**src/rtl/mul_shift_add_if.sv**
```systemverilog
// Handshake bundle for the shift-add multiplier: start request with
// operands in, registered product with completion pulse and leading-zero count out.
interface mul_shift_add_if #(
  parameter int FPWID = 32
);
  logic                 ld;
  logic [FPWID-1:0]     a;
  logic [FPWID-1:0]     b;
  logic [2*FPWID-1:0]   p;
  logic                 done;
  logic                 busy;
  logic [7:0]           lzcnt;

  modport master (output ld, a, b, input p, done, busy, lzcnt);
  modport slave  (input ld, a, b, output p, done, busy, lzcnt);
endinterface

```
**src/rtl/mul_shift_add.sv**
```systemverilog
// Sequential unsigned shift-add multiplier with early exit once the remaining
// multiplier bits are zero; one-cycle done pulse and leading-zero count of the product.
module mul_shift_add #(
  parameter int FPWID = 32
) (
  input  logic          clk,
  input  logic          rst,
  mul_shift_add_if.slave bus
);
  localparam int PW = 2 * FPWID;

  typedef enum logic [1:0] {IDLE, MUL, DONE} state_e;

  state_e           state_q, state_d;
  logic [PW-1:0]    a_q, a_d;
  logic [FPWID-1:0] b_q, b_d;
  logic [PW-1:0]    acc_q, acc_d;
  logic [PW-1:0]    p_q, p_d;
  logic             done_q, done_d;
  logic [7:0]       lz;

  always_comb begin
    state_d = state_q;
    a_d     = a_q;
    b_d     = b_q;
    acc_d   = acc_q;
    p_d     = p_q;
    done_d  = 1'b0;
    case (state_q)
      IDLE: begin
        if (bus.ld) begin
          a_d     = PW'(bus.a);
          b_d     = bus.b;
          acc_d   = '0;
          state_d = MUL;
        end
      end
      MUL: begin
        // Early exit: once no multiplier bits remain the accumulator is final.
        if (b_q == '0) begin
          state_d = DONE;
        end else begin
          if (b_q[0]) acc_d = acc_q + a_q;
          a_d = a_q << 1;
          b_d = b_q >> 1;
        end
      end
      DONE: begin
        p_d     = acc_q;
        done_d  = 1'b1;
        state_d = IDLE;
      end
      default: state_d = IDLE;
    endcase
  end

  always_ff @(posedge clk) begin
    if (rst) begin
      state_q <= IDLE;
      p_q     <= '0;
      done_q  <= 1'b0;
    end else begin
      state_q <= state_d;
      a_q     <= a_d;
      b_q     <= b_d;
      acc_q   <= acc_d;
      p_q     <= p_d;
      done_q  <= done_d;
    end
  end

  // Highest set bit wins since later iterations overwrite earlier ones.
  always_comb begin
    lz = 8'(PW);
    for (int i = 0; i < PW; i++) begin
      if (p_q[i]) lz = 8'(PW - 1 - i);
    end
  end

  assign bus.p     = p_q;
  assign bus.done  = done_q;
  assign bus.busy  = (state_q != IDLE);
  assign bus.lzcnt = lz;
endmodule

```
**src/flat_wrapper.sv**
```systemverilog
// flat-port wrapper written by rule: the top's interface ports become plain ports
module mul_shift_add_flat 
#(
  parameter int FPWID = 32
)
  (clk, rst, bus_ld, bus_a, bus_b, bus_p, bus_done, bus_busy, bus_lzcnt);
  mul_shift_add_if #(.FPWID(FPWID)) bus_i ();
  input  logic clk;
  input  logic rst;
  input wire logic [$bits(bus_i.ld)-1:0] bus_ld;
  input wire logic [$bits(bus_i.a)-1:0] bus_a;
  input wire logic [$bits(bus_i.b)-1:0] bus_b;
  output wire logic [$bits(bus_i.p)-1:0] bus_p;
  output wire logic [$bits(bus_i.done)-1:0] bus_done;
  output wire logic [$bits(bus_i.busy)-1:0] bus_busy;
  output wire logic [$bits(bus_i.lzcnt)-1:0] bus_lzcnt;
  assign bus_i.ld = bus_ld;
  assign bus_i.a = bus_a;
  assign bus_i.b = bus_b;
  assign bus_p = bus_i.p;
  assign bus_done = bus_i.done;
  assign bus_busy = bus_i.busy;
  assign bus_lzcnt = bus_i.lzcnt;
  mul_shift_add #(.FPWID(FPWID)) u_core (.clk(clk), .rst(rst), .bus(bus_i));
endmodule
```
**config.mk**
```make
export PLATFORM = sky130hd
export DESIGN_NAME = mul_shift_add_flat
export DESIGN_NICKNAME = d
export VERILOG_FILES = /design/src/rtl/mul_shift_add_if.sv /design/src/rtl/mul_shift_add.sv /design/src/flat_wrapper.sv
export SDC_FILE = /design/constraint.sdc
export NUM_CORES = 1
export LEC_CHECK = 0
export BUFFER_PORTS_ARGS = -buffer_cell sky130_fd_sc_hd__buf_4
export CORE_MARGIN = 1
export CORE_UTILIZATION = 35
export DETAILED_ROUTE_END_ITERATION = 12
export PLACE_DENSITY_LB_ADDON = 0.08
export SKIP_LAST_GASP = 1
export SLEW_MARGIN = 20
export SYNTH_ARGS = -nofsm -noshare
export SYNTH_HDL_FRONTEND = slang
export SYNTH_SLANG_ARGS = --single-unit
export TNS_END_PERCENT = 5
```
**constraint.sdc**
```tcl
create_clock -name clk -period 16.2 [get_ports clk]
set_input_delay 0.81 -clock clk [delete_from_list [all_inputs] [get_ports clk]]
set_output_delay 0.81 -clock clk [all_outputs]
set_load 0.005 [all_outputs]
```
Word-level counts from Yosys, hierarchy flattened
Index checks and enable logic that the tools add are counted.
Widths: inputs -> output; s select.
{ "word_totals": {"wordCells": 99, "output_inout_bits": 74, "inputBits": 67, "register_bits": 227} }
{ "classes": {"n_bitwise": 1, "eq_ne": 6, "muxes": 78, "n_reduce_logical": 7, "add_sub_neg": 1} }
{ "ops": {"columns": ["operator", "n"], "rows": [
  ["$mux 7", 64],
  ["$mux 64", 5],
  ["$pmux 64 s2", 2],
  ["$add 64x64->64", 1],
  ["$mux 32", 2],
  ["$pmux 32 s2", 1],
  ["$logic_not 32->1", 1],
  ["$reduce_and 5->1", 1],
  ["$mux 2", 2],
  ["$ne 2x1->1 const B", 2],
  ["$ne 2x2->1 const B", 2],
  ["$pmux 2 s2", 1],
  ["$reduce_and 4->1", 1],
  ["$reduce_bool 2->1", 2],
  ["$eq 2x1->1 const B", 1],
  ["$eq 2x2->1 const B", 1],
  ["$logic_not 2->1", 1],
  ["$reduce_and 2->1", 1],
  ["$mux 1", 1],
  ["$not 1->1", 1]
]} }

Longest topological paths before layout
{ "depth": {"word_depth": 64, "depth_mapped": 13, "depth_no_buf": 13} }

Worst setup path before layout
Ideal clock, no wire load.
{ "synth_path": {"path_type": "input -> register", "startpoint": "in rst", "endpoint": "reg u_core.acc_q[0], enable pin", "arrival_ns": 15.196, "cell_stages": 3, "path_slack_ns": 0.420, "path_cell_list": "clkbuf_1 nor4_1 a21boi_0"} }
{ "synth_between": {"elab_chain_len": 2} }
{ "synth_rtl": {"columns": ["item", "line", "text"], "rows": [
  ["start: declaration", "flat_wrapper.sv:9", "input logic rst;"],
  ["$not 1->1 (no source line)", null, null],
  ["$reduce_and 5->1 (no source line)", null, null],
  ["end signal: assignment", "mul_shift_add.sv:66", "acc_q <= acc_d;"],
  ["end: declaration", "mul_shift_add.sv:17", "logic [PW-1:0] acc_q, acc_d;"]
]} }
Every way passes these cells.
A chain may end at the register's enable or synchronous reset.

Worst setup path after layout
{ "layout_path": {"startpoint": "reg u_core.p_q[33], in the netlist u_core.bus.p[33]", "endpoint": "out bus_lzcnt[0]"} }
{ "layout_between": {"elab_chain_len": 31} }
{ "layout_rtl": {"columns": ["item", "line", "text"], "rows": [
  ["start: declaration", "mul_shift_add.sv:18", "logic [PW-1:0] p_q, p_d;"],
  ["start signal: assignment", "mul_shift_add.sv:67", "p_q <= p_d;"],
  ["$mux 7 (31 in a row)", "mul_shift_add.sv:76", "if (p_q[i]) lz = 8'(PW - 1 - i);"],
  ["end: declaration", "flat_wrapper.sv:16", "output wire logic [$bits(bus_i.lzcnt)-1:0] bus_lzcnt;"]
]} }
Every way passes these cells.

==> impl_results.md <==
- Adder-Cell Fraction of Synth Area: 6.43%
- Row cnt: 69
- Total power: 1.59 mW
- Compound-Gate Fraction of Synth Area: 16.4%
- Most common cell after layout, fill and taps aside: nand2_1
- Final HPWL DP: 25100 um
- Post-synth EDFFs: 160
- DRC errors left: 0
- Largest family of logic cells by synthesized area: simple AND/OR/NAND/NOR gates
- Total Neg Setup Slack: 0 ps
- Crit-path max FO: 6
- Rel. slew slack: 32.3%
- Unrepaired setup endpoints after global routing: no
- Number of DRC markers in iteration 0: 623
- Sequential share of the synthesized area: 48.9%
- Ports: 141
- CTS Buffer Depth: 3
- CP Cell Sequence: inv_1 -> a21oi_1 -> o21ai_0 -> a311oi_1 -> o21ai_0 -> a31oi_1 -> nor3_1 -> o31ai_1 -> a221oi_1 -> o31a_1 -> buf_4
- Mapped Nets: 1517
- Post-CTS setup buffers: 0
- Post-layout min period: 4010 ps
- Fill count: 3550
- Placed Cells: 1937
- Startpoint Class: flip-flop
- Crit-path most repeated cell: o21ai_0
- Antenna Cells: 0
- Post-synthesis mux area share: 0.239%
- Xor-xnor portion of the synthesized cell area: 3.41%
- Num CTS Buffers: 28
- Clk_skew: 26.3 ps
- Largest net degree at the start of global routing: 91
- Vias in the first global route: 9882
- Yosys warns: 0
- Nets@finish: 1637
- Crit-path max cell delay: 520 ps
- GP Congestion: 0.842
- # hold bufs at CTS: 0
- R2r startpoint: u_core.acc_q[0]
- Avg Cell Area, Syn: 9.07 um2
- Final worst slack: 12190 ps
- Mapped Area: 12600 um2
- Worst Tran Pin Value: 1010 ps
- Die Y: 192 um
- Global-route wire length before repair: 55100 um
- Most frequent cells in the layout: nand2_1, edfxtp_1, buf_4
- Setup CP Type: flip-flop to output port
- Vias per cell: 5.18
- Status: completed
- Non-filler cells, final: 1989
- Crit path capture: bus_lzcnt[0]
- Multi-input gate area: 6120 um2
- Final hold viol count: 0
- Core ar.: 35500 um2
- Post-synth top flop: edfxtp_1
- Starting Density: 35.4%
- Min-Delay Path Class: flip-flop to flip-flop
- Max IR drop VDD: 0.0000743 V
- Max Slew Vio Count: 0
- Layout area overhead: 19.9%
- Reg2reg end: u_core.acc_q[38]
- CTS tree: done
- Setup Viol. Count Final: 0
- ANT nets after route: 0
- Async S/R FF share, synth: 0%
- CTS clock-pin slew for the worst setup and hold paths: 60 ps
- WL final: 35300 um
- # H-tree levels: 1
- Start point of the critical path: u_core.bus.p[33]
- FF-to-FF path depth: 13
- 1st-pass router iterations: 5
- Register area: 6150 um2
- Antenna violations before repair: 0
- CTS Root Cell: clkbuf_16
- MaxCap Viol Count: 0
- Clk sinks: 227
- Final hold slack: 492 ps
- Reg2Reg Setup Slack: 12640 ps
- Post-CTS sizing: 0
- Slowest cell on crit path: o21ai_0
- Dpl ws: 12620 ps
- Max Clk Rate: 249 MHz
- Gr usage total: 19.1%
- Period utilisation layout: 24.7%
- Input/output buffers: 139
- Die width: 192 um
- WL/cell: 17.7 um
- Post-synthesis cell type count: 70
- Worst skew pair latency: 550 ps
- Synthesis-stage register bit count: 227
- PD cells: 105 nW/um2
- Layout cells sized above 1: 14.1%
- Crit. End Element: output port
- Synth Area in Simple Gates: 21.8%
- GRT Residual Overflow: 0
- Static Leak: 6.21 nW
- WP data arrival: 3200 ps
- Synth Instances: 1386
- DR vias: 10300
- Die ar.: 36700 um2
- Critical Path RT: 15390 ps
==> where the power goes <==
group	total (mW)	switching, mW	internal (mW)	leakage (nW)
Clock	0.653	0.255	0.398	0.481
Sequential	0.683	0.0194	0.663	2.09
Combinational	0.254	0.149	0.105	3.64
Total	1.59	0.423	1.17	6.21
==> flip-flops by register name, indices dropped and copies added (netlist names) <==
| signal | cells |
|---|---|
| u_core.bus.done | 1 |
| u_core.b_q | 32 |
| u_core.acc_q | 64 |
| u_core.bus.p | 64 |
| u_core.state_q | 2 |
| u_core.a_q | 64 |
==> cell type report <==
type                    instances  share of cell area [%]
multi-input cells            1067                    40.6
inverters                      35                   0.872
well taps                     461                    3.83
flip-flops and latches        227                    40.8
repair buffers                147                    7.46
clock buffers                  40                    5.70
clock inverters                12                   0.756
==> per-stage QoR <==
step	utilization, %	area (um2)
floorplan	-	12600
global placement	39.6	14100
detailed placement	39.7	14100
CTS	42.5	15100
global route	42.5	15100
finish	42.5	15100
==> per-layer routing <==
layer / wire length [um] / up-vias / global-route usage (%)
met1: 17000 / 4887 / 27.2
met4: 545 / 0 / 4.12
met3: 1940 / 37 / 3.32
met2: 15800 / 217 / 30.0
met5: 0 / - / 0
li1: - / 5160 / -
==> worst min path at each step <==
stage                                  to             from  slack (ps)  cells past startpoint
after floorplan           u_core.bus.p[0]  u_core.bus.p[0]         470                      2
after global placement    u_core.bus.p[0]  u_core.bus.p[0]         480                      2
after detailed placement  u_core.bus.p[0]  u_core.bus.p[0]         490                      2
after CTS                   u_core.b_q[9]         bus_b[9]         500                      3
after global routing       u_core.b_q[11]        bus_b[11]         510                      3
final                     u_core.bus.p[0]  u_core.bus.p[0]         490                      2
==> critical path, delay by kind of cell (launching register included) <==
kind	cells	cell delay, ps
simple gates	1	320
flops	1	360
compound gates	8	1800
buf+inv	2	170
==> Yosys cell counts (all sizes together), types with 11 or more instances <==
cell type / instances / share of area, %
edfxtp: 160 / 38
nand2: 357 / 11
nand3: 16 / 0.64
nor4: 24 / 1.2
a21oi: 130 / 5.2
dfxtp: 67 / 11
o21bai: 14 / 0.84
o21a: 11 / 0.66
a21o: 38 / 2.3
nor2: 111 / 3.3
nand2b: 12 / 0.60
and2: 39 / 1.9
clkbuf: 51 / 1.5
a211oi: 16 / 0.96
ha: 63 / 6.3
inv: 35 / 1.0
o21ai: 51 / 2.1
xor2: 23 / 1.6
xnor2: 26 / 1.8
nor3: 18 / 0.76
==> kinds of logic after synthesis <==
family,count (synthesis)
xor gates and xnor gates,49
muxes,3
AOI/OAI and AO/OA,324
buffers and inverters,92
DFF,227
adders and majority gates,64
and+or+nand+nor,626
other,1
Note: power is estimated with default switching activity, not from simulation.
